==> src/rtl/instr_fetch_unit.sv <==
// Instruction-fetch stage: owns the PC, fetches over a req/ack handshake and
// holds each instruction for the control unit until it is accepted.
module instr_fetch_unit #(
    parameter int                ADDR_W   = 32,
    parameter logic [ADDR_W-1:0] RESET_PC = '0
) (
    input  logic              clk,
    input  logic              reset,
    output logic              imem_req,
    output logic [ADDR_W-1:0] imem_addr,
    input  logic              imem_ack,
    input  logic [31:0]       imem_rdata,
    input  logic              imem_err,
    output logic              instr_valid,
    output logic [31:0]       instr,
    output logic [ADDR_W-1:0] instr_pc,
    input  logic              instr_ready,
    input  logic              redirect_valid,
    input  logic [ADDR_W-1:0] redirect_pc,
    output logic              fetch_fault
);

    typedef enum logic [1:0] {
        S_IDLE,
        S_FETCH,
        S_HOLD,
        S_FAULT
    } state_t;

    state_t            r_state;
    logic [ADDR_W-1:0] r_pc;
    logic [31:0]       r_instr;
    logic [ADDR_W-1:0] r_instr_pc;
    logic              r_instr_valid;
    logic              w_misaligned;

    assign w_misaligned = (redirect_pc[1:0] != 2'b00);

    // Request and fault flags are Moore-decoded so they change only on a state edge.
    assign imem_req    = (r_state == S_FETCH);
    assign fetch_fault = (r_state == S_FAULT);
    assign imem_addr   = r_pc;
    assign instr       = r_instr;
    assign instr_pc    = r_instr_pc;
    assign instr_valid = r_instr_valid;

    // NOTE: state is updated with non-blocking assignments so every branch below
    // reads the pre-edge values, independent of statement order.
    always_ff @(posedge clk) begin
        if (reset) begin
            r_state       <= S_IDLE;
            r_pc          <= RESET_PC;
            r_instr       <= '0;
            r_instr_pc    <= '0;
            r_instr_valid <= 1'b0;
        end else if (r_state != S_FAULT && redirect_valid) begin
            // A redirect wins over any ack or accept in the same cycle.
            r_pc          <= redirect_pc;
            r_instr_valid <= 1'b0;
            r_state       <= w_misaligned ? S_FAULT : S_IDLE;
        end else begin
            case (r_state)
                S_IDLE: r_state <= S_FETCH;
                S_FETCH: begin
                    if (imem_ack) begin
                        if (imem_err) begin
                            r_state <= S_FAULT;
                        end else begin
                            r_instr       <= imem_rdata;
                            r_instr_pc    <= r_pc;
                            r_pc          <= r_pc + ADDR_W'(4);
                            r_instr_valid <= 1'b1;
                            r_state       <= S_HOLD;
                        end
                    end
                end
                S_HOLD: begin
                    if (instr_ready) begin
                        r_instr_valid <= 1'b0;
                        r_state       <= S_FETCH;
                    end
                end
                S_FAULT: r_state <= S_FAULT;
                default: r_state <= S_FAULT;
            endcase
        end
    end

endmodule
==> config.mk <==
export PLATFORM = sky130hd
export DESIGN_NAME = instr_fetch_unit
export DESIGN_NICKNAME = d
export VERILOG_FILES = /design/src/rtl/instr_fetch_unit.sv
export SDC_FILE = /design/constraint.sdc
export NUM_CORES = 1
export LEC_CHECK = 0
export ABC_AREA = 1
export CORE_MARGIN = 4
export CORE_UTILIZATION = 28
export DETAILED_ROUTE_END_ITERATION = 12
export GPL_TIMING_DRIVEN = 0
export PLACE_DENSITY_LB_ADDON = 0.08
export SLEW_MARGIN = 40
export SYNTH_ARGS = -nofsm -noshare
export SYNTH_HDL_FRONTEND = slang
export SYNTH_SLANG_ARGS = --single-unit
==> constraint.sdc <==
create_clock -name clk -period 1.6 [get_ports clk]
set_input_delay 0.32 -clock clk [delete_from_list [all_inputs] [get_ports clk]]
set_output_delay 0.32 -clock clk [all_outputs]
set_load 0.005 [all_outputs]
==> flow_summary.yaml <==
setup_path:
  critical-path-max-stage-delay_ps: 500
  worstSetupStartpointType: "register"
  critical_path_class: "reg -> out"
  critPathCaptureType: "primary output"
  worstPathCellList: "clkdlybuf4s50_1"
  worst-endpoint-required_ps: 1280
  crit_path_max_fanout: 6
  cpMaxStageDelayCell: "sky130_fd_sc_hd__clkdlybuf4s50_1"
  worst-path-buf-inv: 1
  worst_ep_arrival_time_ps: 1240
  cpLargestDelayFamily: "buffers and inverters"
finish:
  area_growth_pct: 58.1
  finish.instance_area_um2: 7210
  drive_gt1_share_pct: 16.5
  antennaDiodeCount: 0
  finish.cell_count_without_fillers: 1058
  fillers: 1618
  number_of_nets_in_the_layout: 908
clock_network:
  cts_max_path_buffers: 2
  clock_tree_from_tritoncts: "yes"
  cell_chosen_for_the_clock_root: "sky130_fd_sc_hd__clkbuf_16"
  clkTransAtPathRegs_ps: 70
  clock_latency_of_the_later_clocked_register_in_the_worst_skew_pair_ps: 360
  h-tree-depth: 3
  post_cts_hold_buffer_count: 0
  clock_sink_count: 99
  cts_buffers: 9
worst_hold_path:
  min-delay-path-class: "reg -> reg"
place:
  gp_congestion: 0.862
  io_buffers: 168
  post-dp-hpwl_um: 13100
  dpl-instance-area_um2: 6510
  placed_cells_incl_taps: 1031
  post-place-ws_ps: -570
timing:
  worst-slew-pin-transition_ps: 381
  post-route-period-util_pct: 97.5
  layout_setup_ws_ps: 39.8
  rsz0062_at_grt: "true"
  timing_hold_violations_final: 0
  slew_violations: 0
  final.min_clock_period_ps: 1560
  slew_headroom_pct: 74.6
  fin_worst_skew_ps: 9.50
  setup_viol: 0
  clock.fmax_mhz: 641
synth:
  synth_top_family_by_area: "simple AND/OR/NAND/NOR gates"
  synth_area_um2: 4560
  yosys_register_bits: 99
  synth_cell_type_count: 34
  synth-compound-area-share_pct: 16.0
  syn-num-nets: 718
  post_synth_and_or_nand_nor_area_fraction_pct: 29.2
  synth.top_cell.area_share_pct: 43.5
  netlist_instances: 647
  ys_seq_area_share_pct: 43.5
  yosys.area.top_type: "sky130_fd_sc_hd__dfxtp_1"
  synth_xor_xnor_area_share_pct: 1.92
  synth.area.mux_share_pct: 0
  total_number_of_yosys_warnings: 0
  synthesis.area_per_instance_um2: 7.05
  synth_top_cells_by_area: "sky130_fd_sc_hd__dfxtp_1 (43%), sky130_fd_sc_hd__nor2_1 (11%), sky130_fd_sc_hd__nand2_1 (10%), sky130_fd_sc_hd__o21ai_0 (8.1%), sky130_fd_sc_hd__a21oi_1 (4.2%)"
  synth_adder_area_share_pct: 0.274
routing:
  firstDrtPassIters: 4
  drt_wl_total_um: 17600
  wire_per_inst_um: 16.6
  dr_total_vias: 4937
  drt.antenna.violating_nets: 0
  post_drt_via_cell_ratio: 4.67
  detailedRoute.firstIterationViolations: 231
  detail_route.drc_violations: 0
global_route:
  overflow: 0
  grt_util_all_layers_pct: 19.2
  first_global_vias: 5031
  global_route_wire_length_before_repair_um: 27100
  antenna_violations_before_repair: 0
  grt_start_max_net_pins: 17
run:
  cap_viol_max_count: 0
status:
  run_status: "complete, no violations"
pwr:
  total_switching_power_uw: 1590
  p_per_area_nw_per_um2: 795
  cellInternalPower_uw: 4150
  power.leakage_uw: 0.00302
  p_seq_share_pct: 47.1
  combPwrFrac_pct: 17.1
  irDropWorstVdd_mv: 0.534
  pwr-share-clk_pct: 35.8
  sw_frac_of_total_pct: 27.7
floorplanning:
  floorplan.die_area_um2: 18400
  floorplan.core_area_um2: 15900
  fp.dieW_um: 136
  placement_rows: 46
  initial_utilization_pct: 28.6
  ios: 169
  dieHeight_um: 136
cells in the mapped netlist, drive strengths merged:
library cell and instances:
nor2 140, nand2 129, dfxtp 99, o21ai 75, inv 53, a21oi 38, nand3 36, buf 20
clkbuf 13, xor2 10, a31oi 8, nor3 6, a211oi 4, nand3b 3, and2 2, o211ai 2
o221ai 2, o22ai 2, a41oi 1, clkinv 1, ha 1, nand4 1, o2111a 1
path summary, 6_finish.rpt:
path,startpoint,to,slack [ps],depth (start not counted)
max reg2reg,imem_addr[4],imem_addr[19],50,10
max,imem_addr[5],imem_addr[5],40,1
min reg2reg,imem_addr[1],instr_pc[1],490,2
min,imem_addr[1],instr_pc[1],490,2
what timing repair did:
action	CTS	global route
buffers inserted	4	7
pin swaps	4	5
resized for setup	69	83
endpoints found under the setup margin	111	110
cells by family (layout without fill, tap and decap cells):
kind of cell / count (synthesis) / after routing
compound gates: 133 / 133
simple gates: 317 / 317
xor+xnor: 10 / 10
fa+ha+maj: 1 / 1
flops: 99 / 99
buf+inv: 87 / 282
cells in the final DEF (no fill, tap or decap), drive strengths merged:
cell type,count
clkinvlp,4
o21ai,75
a211oi,4
nand2,129
a31oi,8
o211ai,2
dlygate4sd2,8
a21oi,38
clkbuf,26
a41oi,1
dlymetal6s2s,15
nand3b,3
o221ai,2
o2111a,1
buf,28
and2,2
clkinv,4
ha,1
o22ai,2
nand3,36
clkdlybuf4s50,145
dfxtp,99
nor2,140
xor2,10
nand4,1
nor3,6
inv,52
power by group through the flow:
| stage | registers (uW) | logic, uW | clock network, uW |
|---|---|---|---|
| after floorplan | 2740 | 373 | 0 |
| after global placement | 2760 | 933 | 0 |
| after detailed placement | 2760 | 941 | 0 |
| after CTS | 2710 | 953 | 2130 |
| after global routing | 2720 | 1070 | 2230 |
| final | 2700 | 978 | 2060 |
stage by stage:
step	setup TNS, ps	total power, uW	utilization (%)	hold WS [ps]
after floorplan	0	3110	-	455
after global placement	-29710	3690	40.8	473
after CTS	-27.8	5790	43.6	499
after global routing	-99.4	6010	45.2	512
after detailed placement	-31730	3700	40.8	486
final	0	5730	45.2	490
routing by layer:
metal	up-vias	part of all wire, %	GRT usage, %
met5	-	0	0
met4	0	1.4	5.43
met3	15	10	8.80
met2	172	47	31.5
met1	2272	42	22.6
li1	2478	-	-
registers in the layout, summed over array words and instances (netlist names):
| register | count |
|---|---|
| imem_addr | 32 |
| instr_pc | 32 |
| instr | 32 |
| instr_valid | 1 |
| r_state | 2 |
final cells by class:
| cell class | instances | area [um^2] | share of cell area, % |
|---|---|---|---|
| clock buffers | 10 | 229 | 3.17 |
| well taps | 216 | 270 | 3.75 |
| clock inverters | 6 | 42.5 | 0.590 |
| inverters | 54 | 213 | 2.95 |
| multi-input cells | 461 | 2340 | 32.4 |
| flip-flops and latches | 99 | 2070 | 28.7 |
| repair buffers | 179 | 1790 | 24.8 |
| plain buffers | 33 | 259 | 3.59 |
No activity file was read; power rests on OpenSTA's default activity.
